[src/rtl/inst_cache_refill_pkg.sv]
// Shared definitions for the instruction-cache line-refill engine:
// FSM state encoding, AXI burst/response constants and line geometry.
package inst_cache_refill_pkg;

    typedef enum logic [2:0] {
        ST_IDLE  = 3'd0,
        ST_AR    = 3'd1,
        ST_R     = 3'd2,
        ST_WRITE = 3'd3,
        ST_DONE  = 3'd4
    } refill_state_e;

    localparam int WORD_WIDTH  = 32;
    localparam int LINE_WORDS  = 8;
    localparam int LINE_WIDTH  = WORD_WIDTH * LINE_WORDS;

    localparam logic [1:0] AXI_BURST_INCR = 2'b01;
    localparam logic [1:0] AXI_BURST_WRAP = 2'b10;
    localparam logic [1:0] AXI_RESP_OKAY  = 2'b00;
    localparam logic [3:0] AXI_AR_ID      = 4'd0;
    localparam logic [7:0] AXI_AR_LEN     = 8'd7;
    localparam logic [2:0] AXI_AR_SIZE    = 3'd2;

    // A beat is faulty on a non-OKAY response or when rlast disagrees with the beat count.
    function automatic logic beat_err(input logic [1:0] rresp,
                                      input logic       rlast,
                                      input logic       last_beat);
        return (rresp != AXI_RESP_OKAY) || (rlast != last_beat);
    endfunction

endpackage

[src/rtl/inst_cache_refill.sv]
// Instruction-cache line refill: one 8-beat AXI read burst assembled into a
// 256-bit line and written to the data RAM. Optional ICACHE_CRITICAL_WORD_FIRST_EN.
module inst_cache_refill
    import inst_cache_refill_pkg::*;
#(
    parameter int INDEX_WIDTH  = 7,
    parameter int OFFSET_WIDTH = 5,
    parameter int BANK_NUM     = 8
) (
    input  logic                   clk,
    input  logic                   resetn,
    input  logic                   miss_req,
    input  logic [31:0]            miss_addr,
    output logic                   busy,
    output logic                   refill_done,
    output logic                   refill_err,
    output logic                   crit_valid,
    output logic [31:0]            crit_data,
    output logic [3:0]             arid,
    output logic [7:0]             arlen,
    output logic [2:0]             arsize,
    output logic [1:0]             arburst,
    output logic [31:0]            araddr,
    output logic                   arvalid,
    input  logic                   arready,
    input  logic [31:0]            rdata,
    input  logic [1:0]             rresp,
    input  logic                   rlast,
    input  logic                   rvalid,
    output logic                   rready,
    output logic                   ram_en,
    output logic [31:0]            ram_wen,
    output logic [INDEX_WIDTH-1:0] ram_index,
    output logic [255:0]           ram_wdata
);

`ifdef ICACHE_CRITICAL_WORD_FIRST_EN
    localparam int ADDR_LSB = 2;
    localparam logic [1:0] BURST_TYPE = AXI_BURST_WRAP;
`else
    localparam int ADDR_LSB = OFFSET_WIDTH;
    localparam logic [1:0] BURST_TYPE = AXI_BURST_INCR;
`endif

    refill_state_e       r_state;
    refill_state_e       w_state_next;
    logic [31:ADDR_LSB]  r_addr;
    logic [2:0]          r_start_word;
    logic [2:0]          r_beat_cnt;
    logic                r_err;
    logic [31:0]         r_line [BANK_NUM];
    logic [255:0]        w_line_flat;
    logic [2:0]          w_slot;
    logic                w_r_hs;
    logic                w_last_beat;
    logic                w_unused_addr_bits;

    logic                r_busy;
    logic                r_arvalid;
    logic                r_rready;
    logic                r_ram_en;
    logic [31:0]         r_ram_wen;
    logic                r_refill_done;
    logic                r_refill_err;

    assign w_r_hs             = (r_state == ST_R) && rvalid;
    assign w_last_beat        = (r_beat_cnt == 3'd7);
    assign w_slot             = r_start_word + r_beat_cnt;
    assign w_unused_addr_bits = ^miss_addr[ADDR_LSB-1:0];

    always_ff @(posedge clk or negedge resetn) begin
        if (!resetn) begin
            r_state <= ST_IDLE;
        end else begin
            r_state <= w_state_next;
        end
    end

    always_comb begin
        w_state_next = r_state;
        case (r_state)
            ST_IDLE: begin
                if (miss_req) w_state_next = ST_AR;
                else          w_state_next = ST_IDLE;
            end
            ST_AR: begin
                if (arready) w_state_next = ST_R;
                else         w_state_next = ST_AR;
            end
            ST_R: begin
                if (w_r_hs && w_last_beat) w_state_next = ST_WRITE;
                else                       w_state_next = ST_R;
            end
            ST_WRITE: w_state_next = ST_DONE;
            ST_DONE:  w_state_next = ST_IDLE;
            default:  w_state_next = ST_IDLE;
        endcase
    end

    // Miss address and first word slot are captured only when a refill starts.
    always_ff @(posedge clk or negedge resetn) begin
        if (!resetn) begin
            r_addr       <= '0;
            r_start_word <= 3'd0;
        end else if ((r_state == ST_IDLE) && miss_req) begin
            r_addr <= miss_addr[31:ADDR_LSB];
`ifdef ICACHE_CRITICAL_WORD_FIRST_EN
            r_start_word <= miss_addr[4:2];
`else
            r_start_word <= 3'd0;
`endif
        end
    end

    // Beat counting and line assembly; the count, not rlast, ends the burst.
    always_ff @(posedge clk or negedge resetn) begin
        if (!resetn) begin
            r_beat_cnt <= 3'd0;
            for (int i = 0; i < BANK_NUM; i++) begin
                r_line[i] <= 32'h0000_0000;
            end
        end else if (w_r_hs) begin
            r_line[w_slot] <= rdata;
            r_beat_cnt     <= r_beat_cnt + 3'd1;
        end
    end

    always_ff @(posedge clk or negedge resetn) begin
        if (!resetn) begin
            r_err <= 1'b0;
        end else if (r_state == ST_DONE) begin
            r_err <= 1'b0;
        end else if (w_r_hs && beat_err(rresp, rlast, w_last_beat)) begin
            r_err <= 1'b1;
        end
    end

    // Outputs are registered from the next state so they line up with the state they belong to.
    always_ff @(posedge clk or negedge resetn) begin
        if (!resetn) begin
            r_busy        <= 1'b0;
            r_arvalid     <= 1'b0;
            r_rready      <= 1'b0;
            r_ram_en      <= 1'b0;
            r_ram_wen     <= 32'h0000_0000;
            r_refill_done <= 1'b0;
            r_refill_err  <= 1'b0;
        end else begin
            r_busy        <= (w_state_next != ST_IDLE);
            r_arvalid     <= (w_state_next == ST_AR);
            r_rready      <= (w_state_next == ST_R);
            r_ram_en      <= (w_state_next == ST_WRITE);
            r_ram_wen     <= {32{w_state_next == ST_WRITE}};
            r_refill_done <= (w_state_next == ST_DONE);
            r_refill_err  <= (w_state_next == ST_DONE) && r_err;
        end
    end

`ifdef ICACHE_CRITICAL_WORD_FIRST_EN
    logic        r_crit_valid;
    logic [31:0] r_crit_data;

    always_ff @(posedge clk or negedge resetn) begin
        if (!resetn) begin
            r_crit_valid <= 1'b0;
            r_crit_data  <= 32'h0000_0000;
        end else if (w_r_hs && (r_beat_cnt == 3'd0)) begin
            r_crit_valid <= 1'b1;
            r_crit_data  <= rdata;
        end else begin
            r_crit_valid <= 1'b0;
        end
    end

    assign crit_valid = r_crit_valid;
    assign crit_data  = r_crit_data;
`else
    assign crit_valid = 1'b0;
    assign crit_data  = 32'h0000_0000;
`endif

    // Word 0 lands in the most significant bits, matching the RAM read path.
    always_comb begin
        w_line_flat = 256'd0;
        for (int i = 0; i < BANK_NUM; i++) begin
            w_line_flat[(BANK_NUM-1-i)*32 +: 32] = r_line[i];
        end
    end

    assign busy        = r_busy;
    assign refill_done = r_refill_done;
    assign refill_err  = r_refill_err;
    assign arid        = AXI_AR_ID;
    assign arlen       = AXI_AR_LEN;
    assign arsize      = AXI_AR_SIZE;
    assign arburst     = BURST_TYPE;
    assign araddr      = {r_addr, {ADDR_LSB{1'b0}}};
    assign arvalid     = r_arvalid;
    assign rready      = r_rready;
    assign ram_en      = r_ram_en;
    assign ram_wen     = r_ram_wen;
    assign ram_index   = r_addr[OFFSET_WIDTH+INDEX_WIDTH-1:OFFSET_WIDTH];
    assign ram_wdata   = w_line_flat;

endmodule

[config.mk]
export PLATFORM = sky130hd
export DESIGN_NAME = inst_cache_refill
export DESIGN_NICKNAME = d
export VERILOG_FILES = /design/src/rtl/inst_cache_refill_pkg.sv /design/src/rtl/inst_cache_refill.sv
export SDC_FILE = /design/constraint.sdc
export NUM_CORES = 1
export LEC_CHECK = 0
export ABC_AREA = 1
export BUFFER_PORTS_ARGS = -buffer_cell sky130_fd_sc_hd__buf_2
export CAP_MARGIN = 20
export CELL_PAD_IN_SITES_DETAIL_PLACEMENT = 2
export CELL_PAD_IN_SITES_GLOBAL_PLACEMENT = 2
export CORE_ASPECT_RATIO = 1.2
export CORE_MARGIN = 2
export CORE_UTILIZATION = 25
export CTS_BUF_LIST = sky130_fd_sc_hd__clkbuf_16
export DETAILED_ROUTE_END_ITERATION = 8
export HOLD_SLACK_MARGIN = 0.03
export PLACE_DENSITY = 0.85
export REMOVE_ABC_BUFFERS = 1
export SLEW_MARGIN = 15
export SYNTH_ARGS = -nofsm -noshare
export SYNTH_HDL_FRONTEND = slang
export SYNTH_SLANG_ARGS = --single-unit
[constraint.sdc]
create_clock -name clk -period 1.5 [get_ports clk]
set_clock_uncertainty 0.2 [all_clocks]
set_input_delay 0.3 -clock clk [delete_from_list [all_inputs] [get_ports clk]]
set_output_delay 0.3 -clock clk [all_outputs]
set_load 0.02 [all_outputs]
### Word-level counts from Yosys, hierarchy flattened

Index checks and enable logic that the tools add are counted.

* output and inout port bits: 383
* bits of input ports: 72
* logic and storage cells: 53
* register bits: 297

* reduce and logical (&&, ||, !) cells: 11
* bitwise operators: 1
* $add $sub $neg: 1
* muxes and demuxes: 9
* equality and inequality tests: 10
* $lt $le $gt $ge: 2

Operators by type and width (number)
* $bwmux W256: 1
* $demux W32 S3: 1
* $mux W32: 1
* $eq A3 B2 Y1 const B: 4
* $pmux W3 S4: 1
* $eq A3 B3 Y1 const B: 3
* $eq A3 B1 Y1 const B: 2
* $logic_and A1 B1 Y1: 6
* $ge A4 B4 Y1 const B: 1
* $lt A4 B1 Y1 const B: 1
* $mux W1: 4
* $not A3 Y4: 1
* $reduce_bool A2 Y1: 2
* $add A3 B1 Y3 const B: 1
* $logic_not A3 Y1: 1
* $reduce_bool A3 Y1: 1
* $mux W2: 1
* $logic_or A1 B1 Y1: 1
* $ne A1 B1 Y1: 1

### Depth between registers and ports, before layout

Gate-level depths: netlist of run 1.

* word-level depth: 7
* gate-level depth with buffers: 8
* mapped depth without buffers: 7

### Worst setup path after synthesis of run 1

Ideal clock, no wire load.

* path type: register to output
* start point: reg, netlist name ram_en
* end point: out ram_wen[0]
* path buffers: 1
* slack: -159 ps
* arrival: 1159 ps
* stages on the path, launching flop included: 2
* data required time: 1000 ps
* cells stage by stage: dfrtp_1 -> buf_4

RTL lines
* end, declared: line inst_cache_refill.sv:32 `output logic [31:0] ram_wen,`

### Final worst setup path of run 1

* start point: reg r_state[1]
* end point: reg r_addr[20] (netlist name)

* word-level cells in the longest chain between the ends: 2

Ends and longest elaborated chain
* start, declared: line inst_cache_refill.sv:45 `refill_state_e r_state;`
* start signal, assigned: line inst_cache_refill.sv:75 `r_state <= w_state_next;`
* $logic_not A3 Y1: line inst_cache_refill.sv:105 `end else if ((r_state == ST_IDLE) && miss_req) begin`
* $logic_and A1 B1 Y1: line inst_cache_refill.sv:105
* end signal, assigned: line inst_cache_refill.sv:106 `r_addr <= miss_addr[31:ADDR_LSB];`
* end, declared: line inst_cache_refill.sv:47 `logic [31:ADDR_LSB] r_addr;`

No other way between the ends.
A chain may end at the register's enable or synchronous reset.

==> impl_metrics.csv, run 1 <==
group,metric,value,unit
outcome,status,"finished with violations",
outcome,violations,"negative setup slack",
sta,period_minus_slack,1.97,ns
setup_path,crit_end,"r_addr[20]",
drt,drc,0,
place,numPortBuffers,394,
setup_path,r2r_slack,-0.47,ns
synthesis,synthTopCellsByArea,"dfrtp_1, nand2_1, nand3_1, buf_4, buf_2",
setup_path,cp-end-kind,"register",
global_route,grt_usage,0.223,
final_layout,drive_gt1_frac,0.411,
synthesis,ys_ff_latch,296,
die,io_pins,455,
sta,rsz0062_at_grt,"true",
drt,post_drt_wl_per_cell,27.4,µm
drt,drtAntennaViolNets,0,
final_layout,areaGrowthSynthToFinish,53.4,%
synthesis,synth_common_cells,"nand2_1, dfrtp_1, nand3_1, buf_4, clkbuf_1",
synthesis,post-synth-top-count-cell,"nand2_1",
die,fp.dieArea,51700,µm²
die,core,49200,µm²
cts,cts_buffers,35,
global_route,grt_overflow,0,
die,die_w,208,µm
final_layout,seqCellArea,7410,µm²
sta,slew_headroom,0.525,
pwr,peakVddDrop,1140,µV
place,post-dp-hpwl,38000,µm
place,gp_congestion,0.773,
setup_path,crit_fanout,27,
setup_path,regToRegEndpoint,"r_addr[20]",
drt,wirelength,69900,µm
cts,clock_latency,0.55,ns
drt,via_per_inst,4.90,
setup_path,worstPathCellList,"buf_6 > buf_6 > inv_4 > nand4_1 > buf_6 > clkbuf_16 > o21ai_0",
pwr,power_density,2230,nW/µm²
setup_path,crit_required,1.70,ns
global_route,grt_pass1_wl,87700,µm
sta,finalHoldViolations,0,
sta,post-route-period-util,1.31,
synthesis,syn_inst,1423,
sta,worst_slack,-0.468,ns
synthesis,synthArstFlopShare,1.00,
sta,tightest_slew,0.710,ns
final_layout,multi_input_area,4990,µm²
cts,cts_buffer_depth,3,
die,rows,89,
die,initial_core_util,0.254,
drt,firstDrtPassIters,5,
setup_path,crit_buf_inv,5,
pwr,leakage,10.5,nW
synthesis,yosys.area.top_type,"dfrtp_1",
drt,vias,12500,
place,dpl-instance-area,15300,µm²
cts,cts_root_buffer,"clkbuf_16",
synthesis,synth_top_area_frac,0.593,
synthesis,syn_area,12500,µm²
setup_path,crit_start,"r_state[1]",
setup_path,arrival,2.17,ns
final_layout,nFillCells,5308,
synthesis,yosysUniqueCellTypes,19,
cts,clk_pin_slew,0.07,ns
setup_path,cp_num_cells,7,
final_layout,design_area,19200,µm²
cts,cts_tree,"built",
job,maxCapViolations,0,
synthesis,yosys_warnings,0,
setup_path,cp_top_family,"buffers and inverters",
sta,drv_slew,0,
drt,drt-initial-drc-count,638,
cts,cts.htree.levels,2,
final_layout,diodes,0,
synthesis,synth_seq_area_share,0.593,
setup_path,r2r_start,"r_state[1]",
setup_path,cp_slowest_cell,"dfrtp_1",
setup_path,r2r_cells,7,
setup_path,critPathLaunchType,"register",
sta,timing.setup.tns,-144.39,ns
pwr,power.total,42.8,mW
global_route,grt_max_degree,72,
synthesis,synth_edf_count,0,
global_route,antenna_found_initial,0,
min_path,min-delay-path-class,"in2reg",
setup_path,critPathKind,"reg2reg",
setup_path,cp_common_cell,"buf_6",
die,die_h,249,µm
final_layout,finalNetCount,1967,
cts,clock-sinks,296,
sta,fmax,508,MHz
global_route,grt_pass1_vias,13600,
synthesis,dominantRegCellSynth,"dfrtp_1",
sta,finalSetupViolations,627,
setup_path,cpPeakStageDelay,0.43,ns
synthesis,syn_avg_cell_area,8.77,µm²
-- cells by family (layout without fill, tap and decap cells) --
family | count (synthesis) | in the layout | share of synthesized area
buffers and inverters | 253 | 693 | 0.111
AO/OA/AOI/OAI | 30 | 30 | 0.0120
adder cells (fa/ha/maj) | 2 | 2 | 0.00200
XOR/XNOR | 1 | 1 | 0.000702
flip-flops | 296 | 296 | 0.593
other | 2 | 55 | 0.000602
AND/OR/NAND/NOR | 839 | 839 | 0.280
-- timing repair --
action / in CTS / in global routing
resized for setup: 57 / 306
hold endpoints to repair: 585 / 3
pin swaps: 0 / 31
buffers inserted: 3 / 12
setup endpoints to repair: 616 / 619
gates cloned: 0 / 24
hold buffers: 65 / 3
-- power by group --
part	internal [mW]	total [mW]	switching [mW]
logic	6.40	19.4	13.0
registers	11.4	14.6	3.17
clock network	5.15	8.85	3.69
total	23.0	42.8	19.8
-- placed cells by master, fill, tap and decap left out --
cell type	synthesis	final
a21oi_1	1	1
buf_12	0	37
buf_16	0	4
buf_2	37	373
buf_4	95	61
buf_6	0	23
buf_8	0	5
bufinv_16	0	4
clkbuf_16	0	55
clkinv_1	0	5
clkinv_2	0	2
clkinv_4	0	3
clkinvlp_4	0	3
conb_1	2	55
dfrtp_1	296	294
dfrtp_2	0	1
dfrtp_4	0	1
dlygate4sd3_1	0	68
ha_1	2	2
inv_1	39	44
inv_2	5	5
inv_4	0	1
nand2_1	557	389
nand2_2	0	89
nand2_4	0	74
nand2_8	0	5
nand3_1	262	231
nand3_2	0	28
nand3_4	0	3
nand4_1	3	3
nor2_1	15	7
nor2_4	1	9
nor3_1	1	1
o21ai_0	29	27
o21ai_2	0	2
xor2_1	1	1
-- through the flow --
step / setup WS [ns] / hold slack, ns / util / std cells
3_3_place_gp: -0.239 / -0.0253 / 0.311 / 2387
5_1_grt: -0.502 / 0.203 / 0.389 / 2553
4_1_cts: -0.378 / -0.00288 / 0.352 / 2515
2_1_floorplan: -3.96 / -0.196 / - / 1267
6_report: -0.468 / 0.223 / 0.389 / 2553
3_5_place_dp: -0.307 / -0.0273 / 0.311 / 2387
-- cell type report --
class | instances | share of cell area
clock buffer | 37 | 0.0483
clock inverter | 23 | 0.0115
inverter | 44 | 0.00875
multi-input combinational | 927 | 0.260
sequential | 296 | 0.387
tap | 637 | 0.0416
timing repair buffer | 589 | 0.242
-- how the worst min path moves through the flow --
stage / from / to / cells after the start
after global placement: resetn / ram_wdata[51] / 1
after detailed placement: resetn / ram_wdata[36] / 1
final: miss_req / r_addr[28] / 5
after global routing: miss_req / r_addr[28] / 5
after floorplan: resetn / arvalid / 0
after CTS: resetn / ram_wdata[36] / 2
-- flip-flops by register name (all words and copies together) (netlist names) --
| register | count |
|---|---|
| r_beat_cnt | 3 |
| arvalid | 1 |
| r_err | 1 |
| ram_wdata | 256 |
| rready | 1 |
| refill_err | 1 |
| r_addr | 27 |
| r_state | 3 |
| refill_done | 1 |
| busy | 1 |
| ram_en | 1 |
-- metal layers --
metal  part of all wire  GRT usage  vias to the layer above  routed length [µm]
li1                   -          -                     5267                   -
met3              0.052     0.0469                      179                3620
met1               0.36      0.249                     6518               25300
met2               0.54      0.405                      554               37600
met4              0.049     0.0948                        0                3390
met5                  0          0                        -                   0
-- tightest hold or removal path, stage by stage --
cell	delay (ns)
buf_2	0.10
nand4_1	0.10
buf_6	0.19
buf_8	0.14
o21ai_2	0.07
Note: power is estimated with default switching activity, not from simulation.
==> run 2, diff against run 1 <==
--- a/config.mk
+++ b/config.mk
@@ -6,6 +6,7 @@
 export NUM_CORES = 1
 export LEC_CHECK = 0
 export ABC_AREA = 1
+export ABC_CLOCK_PERIOD_IN_PS = 1500
 export BUFFER_PORTS_ARGS = -buffer_cell sky130_fd_sc_hd__buf_2
 export CAP_MARGIN = 20
 export CELL_PAD_IN_SITES_DETAIL_PLACEMENT = 2
@@ -18,7 +19,9 @@
 export HOLD_SLACK_MARGIN = 0.03
 export PLACE_DENSITY = 0.85
 export REMOVE_ABC_BUFFERS = 1
+export SKIP_LAST_GASP = 1
 export SLEW_MARGIN = 15
 export SYNTH_ARGS = -nofsm -noshare
 export SYNTH_HDL_FRONTEND = slang
 export SYNTH_SLANG_ARGS = --single-unit
+export TNS_END_PERCENT = 10
==> run 2 against run 1 <==
  * The run still ends with negative setup slack left
  * Sequential cell count unchanged
  * Final area down 3.7%
  * Clock-buffer cell count did not move
  * Cell count about the same
  * Critical path type unchanged
  * Largest power group unchanged
  * Highest routed layer unchanged
==> impl_metrics.csv, run 2 (synthesis results as in run 1) <==
group,metric,value,unit
setup_path,crit_fanout,8,
cts,cts_buffers,35,
sta,slew_headroom,0.537,
final_layout,areaGrowthSynthToFinish,47.8,%
cts,cts_buffer_depth,3,
sta,timing.setup.tns,-128.11,ns
final_layout,seqCellArea,7410,µm²
drt,drt-initial-drc-count,567,
sta,finalSetupViolations,627,
die,io_pins,455,
sta,worst_slack,-0.385,ns
sta,fmax,531,MHz
drt,wirelength,65000,µm
setup_path,cp-end-kind,"register",
die,fp.dieArea,51700,µm²
die,die_w,208,µm
sta,finalHoldViolations,0,
pwr,swShare,0.455,
final_layout,nFillCells,5365,
final_layout,diodes,0,
die,core,49200,µm²
global_route,grt_pass1_vias,13600,
place,dpl-instance-area,15300,µm²
setup_path,critPathLaunchType,"register",
place,gp_congestion,0.773,
final_layout,mostFrequentLayoutCell,"nand2_1",
sta,rsz0062_at_grt,"true",
place,numPortBuffers,394,
min_path,min-delay-path-class,"in2reg",
final_layout,largest_reg_flops,256,
global_route,antenna_found_initial,0,
pwr,combPwrFrac,0.441,
cts,clock-sinks,296,
die,initial_core_util,0.254,
final_layout,final_cell_mix,"nand2_1, buf_2, dfrtp_1",
cts,clock_latency,0.54,ns
sta,whs,0.110,ns
setup_path,arrival,2.10,ns
die,rows,89,
pwr,peakVddDrop,1110,µV
cts,cts_root_buffer,"clkbuf_16",
drt,drtAntennaViolNets,0,
drt,firstDrtPassIters,5,
drt,vias,12200,
pwr,power_switching,18.6,mW
sta,period_minus_slack,1.88,ns
drt,drc,0,
global_route,grt_overflow,0,
die,die_h,249,µm
cts,clk_pin_slew,0.06,ns
cts,cts.htree.levels,2,
pwr,seqPwrFrac,0.345,
setup_path,crit_required,1.72,ns
setup_path,cpPeakStageDelay,0.40,ns
drt,post_drt_wl_per_cell,25.4,µm
outcome,violations,"negative setup slack",
final_layout,drive_gt1_frac,0.337,
sta,post-route-period-util,1.26,
pwr,p_int,22.3,mW
pwr,power_density,2220,nW/µm²
cts,cts_tree,"built",
setup_path,critPathKind,"reg2reg",
setup_path,crit_buf_inv,4,
setup_path,worstPathCellList,"inv_2 > nand3_4 > nor2_4 > buf_12 > buf_12 > nand2_4 > clkbuf_16 > nand2_1 > nand2_1",
outcome,status,"finished with violations",
pwr,leakage,10.4,nW
drt,via_per_inst,4.79,
setup_path,cp_slowest_cell,"dfrtp_1",
final_layout,multi_input_area,4340,µm²
final_layout,finalNetCount,1969,
pwr,clkPwrFrac,0.214,
global_route,grt_usage,0.222,
final_layout,design_area,18400,µm²
place,post-dp-hpwl,38000,µm
global_route,grt_pass1_wl,87400,µm
setup_path,cp_top_family,"buffers and inverters",
sta,tightest_slew,0.692,ns
sta,drv_slew,0,
job,maxCapViolations,0,
global_route,grt_max_degree,72,
-- run 2: cell count changes in the layout (fill, tap and decap cells not counted), sizes merged --
cell	before	now
buf	503	505
-- run 2: per-stage QoR --
stage	cells	power (mW)	util	worst slack, ns
2_1_floorplan	1267	21.4	-	-3.96
3_3_place_gp	2387	29.1	0.311	-0.239
3_5_place_dp	2387	30.1	0.311	-0.307
4_1_cts	2515	39.2	0.350	-0.378
5_1_grt	2555	42.9	0.375	-0.441
6_report	2555	41.0	0.375	-0.385
-- run 2: final timing paths --
path                                 from             end  slack, ns  depth (start not counted)
min in group asynchronous          resetn  ram_wdata[122]       0.25                          3
max in group asynchronous          resetn  ram_wdata[117]      -0.23                          3
setup / recovery               r_state[0]   ram_wdata[56]      -0.38                          9
hold / removal                   miss_req         arvalid       0.11                          4
setup reg to reg               r_state[0]   ram_wdata[56]      -0.38                          9
hold reg to reg            ram_wdata[203]  ram_wdata[203]       0.27                          2
-- run 2: cell type report --
cell class / instances / area share
timing repair buffer: 591 / 0.249
tap: 637 / 0.0432
multi-input combinational: 927 / 0.235
clock inverter: 23 / 0.0119
sequential: 296 / 0.402
clock buffer: 37 / 0.0502
inverter: 44 / 0.00896
-- run 2: power groups by stage --
stage	logic (mW)	clock network [mW]	registers [mW]
floorplan	3.87	0	17.5
global placement	15.5	0	13.6
detailed placement	16.2	0	13.9
CTS	16.5	8.89	13.8
global route	19.3	9.21	14.5
finish	18.1	8.77	14.1
-- run 2: worst register-to-register path, stage by stage, from the launching register on --
cell	delay, ns
dfrtp_1	0.40
inv_2	0.10
nand3_4	0.09
nor2_4	0.19
buf_12	0.17
buf_12	0.16
nand2_4	0.11
clkbuf_16	0.20
nand2_1	0.09
nand2_1	0.06
-- run 2: layer usage --
metal	vias to the layer above	GRT usage	routed length (µm)
met4	0	0.101	2950
met5	-	0	0
met3	151	0.0466	3470
met2	480	0.400	34600
li1	5278	-	-
met1	6318	0.250	24000
-- run 2: timing repair --
action,CTS,global route
cloned,0,19
endpoints found under the hold margin,585,3
resized for setup,33,129
setup buffers,3,18
hold buffers,65,3
pin swaps,0,14
setup endpoints to repair,616,619
==> run 3, diff against run 2 <==
--- a/config.mk
+++ b/config.mk
@@ -17,7 +17,7 @@
 export CTS_BUF_LIST = sky130_fd_sc_hd__clkbuf_16
 export DETAILED_ROUTE_END_ITERATION = 8
 export HOLD_SLACK_MARGIN = 0.03
-export PLACE_DENSITY = 0.85
+export PLACE_DENSITY_LB_ADDON = 0.1
 export REMOVE_ABC_BUFFERS = 1
 export SKIP_LAST_GASP = 1
 export SLEW_MARGIN = 15
==> run 3 against run 2 <==
  * Sequential share of layout area shrank 0.092 points
  * The flow still finishes with violations (negative setup slack)
  * First-iteration DRC count is 20% lower
  * Non-clock buffer count grew 3
  * Final area is 0.23% higher
  * Critical path depth fell by 7
  * Wire length shrank 10%
  * Critical endpoint is now ram_wen[11]
  * Worst hold slack improved by 0.035 ns
  * Global-route usage shrank 0.91 points
==> impl_metrics.csv, run 3 (synthesis results as in run 1) <==
group,metric,value,unit
outcome,status,"finished with violations",
outcome,violations,"negative setup slack",
die,rows,89,
pwr,leakage,10.5,nW
drt,route.met3.wl,3290,µm
sta,rsz0062_at_grt,"true",
global_route,grt_pass1_wl,83200,µm
final_layout,finalNetCount,1973,
drt,drtAntennaViolNets,0,
global_route,grt_pass1_vias,12500,
sta,post-route-period-util,1.23,
pwr,seqPwrFrac,0.351,
cts,cts_tree,"built",
final_layout,drive_gt1_frac,0.340,
drt,highest_layer,"met4",
die,io_pins,455,
setup_path,arrival,1.34,ns
drt,firstDrtPassIters,4,
sta,worst_slack,-0.342,ns
pwr,p_int,21.8,mW
global_route,grt_overflow,0,
sta,period_minus_slack,1.84,ns
sta,slew_headroom,0.527,
drt,drt-initial-drc-count,455,
place,numPortBuffers,394,
setup_path,critPathKind,"reg2out",
cts,clock_latency,0.54,ns
sta,finalSetupViolations,627,
final_layout,nFillCells,5488,
setup_path,crit_required,1.00,ns
final_layout,fin_util,0.376,
pwr,combPwrFrac,0.446,
die,core,49200,µm²
place,dpl-instance-area,15300,µm²
job,maxCapViolations,0,
final_layout,design_area,18500,µm²
global_route,grt_usage,0.213,
final_layout,areaGrowthSynthToFinish,48.1,%
die,die_w,208,µm
min_path,min-delay-path-class,"in2reg",
final_layout,diodes,0,
sta,drv_slew,0,
drt,vias,11600,
sta,fmax,543,MHz
final_layout,final_cell_mix,"nand2_1, buf_2, dfrtp_1",
cts,cts_buffer_depth,3,
pwr,swShare,0.447,
setup_path,crit_fanout,16,
sta,whs,0.146,ns
drt,wl_met2,29800,µm
die,initial_core_util,0.254,
global_route,grt_max_degree,59,
pwr,power_switching,17.6,mW
die,fp.dieArea,51700,µm²
setup_path,cp-end-kind,"output port",
cts,clock-sinks,296,
drt,post_drt_wl_per_cell,22.8,µm
sta,tightest_slew,0.708,ns
drt,via_per_inst,4.54,
pwr,power_density,2130,nW/µm²
global_route,antenna_found_initial,1,
pwr,peakVddDrop,726,µV
cts,cts_root_buffer,"clkbuf_16",
die,die_h,249,µm
place,post-dp-hpwl,36400,µm
pwr,clkPwrFrac,0.203,
drt,drt-met1-wl,24200,µm
cts,cts_buffers,36,
sta,timing.setup.tns,-102.79,ns
place,gp_congestion,0.737,
sta,finalHoldViolations,0,
cts,cts.htree.levels,2,
final_layout,largest_reg_flops,256,
final_layout,mostFrequentLayoutCell,"nand2_1",
final_layout,stdcell_count,2560,
place,dp.cells,2384,
cts,clk_pin_slew,0.06,ns
setup_path,critPathLaunchType,"register",
drt,wirelength,58400,µm
drt,drc,0,
[run 3: worst max-delay path: stages (launching register included)]
cell     delay [ns]
dfrtp_4        0.48
buf_6          0.15
buf_4          0.16
[run 3: stage by stage]
stage / power [mW] / setup WS [ns]
after detailed placement: 29.9 / -0.267
after global placement: 29.5 / -0.220
after floorplan: 21.4 / -3.96
final: 39.4 / -0.342
after CTS: 39.3 / -0.372
after global routing: 41.9 / -0.388
[run 3: path summary, 6_finish.rpt]
| path | from | to | slack [ns] | cells past startpoint |
|---|---|---|---|---|
| min in group asynchronous | resetn | r_addr[29] | 0.22 | 3 |
| setup / recovery | ram_en | ram_wen[11] | -0.34 | 2 |
| hold reg to reg | ram_wdata[174] | ram_wdata[174] | 0.27 | 2 |
| setup reg to reg | r_state[2] | ram_wdata[246] | -0.29 | 8 |
| max in group asynchronous | resetn | ram_wdata[21] | -0.27 | 3 |
| hold / removal | miss_req | arvalid | 0.15 | 4 |
[run 3: power groups by stage]
stage	clock network, mW	registers, mW	logic [mW]
2_1_floorplan	0	17.5	3.87
3_3_place_gp	0	13.8	15.7
3_5_place_dp	0	13.8	16.1
4_1_cts	8.26	13.8	17.2
5_1_grt	8.54	14.3	19.1
6_report	7.98	13.8	17.6
[run 3: layout make-up]
type / instances / area [µm²] / share of cell area
multi-input cells: 927 / 4320 / 0.234
well taps: 637 / 797 / 0.0431
inverters: 44 / 165 / 0.00893
flip-flops and latches: 296 / 7410 / 0.401
clock buffers: 37 / 926 / 0.0501
repair buffers: 594 / 4760 / 0.258
clock inverters: 25 / 105 / 0.00569
[run 3: layer usage]
layer,vias up,global-route usage
li1,5293,-
met1,5945,0.261
met2,328,0.374
met3,50,0.0530
met4,0,0.0486
met5,-,0
[run 3: repair_timing]
item / CTS / global route
hold buffers: 65 / 3
buffers inserted: 11 / 9
setup endpoints to repair: 605 / 620
endpoints found under the hold margin: 586 / 3
resized for setup: 59 / 89
cloned: 13 / 15
pin swaps: 4 / 10
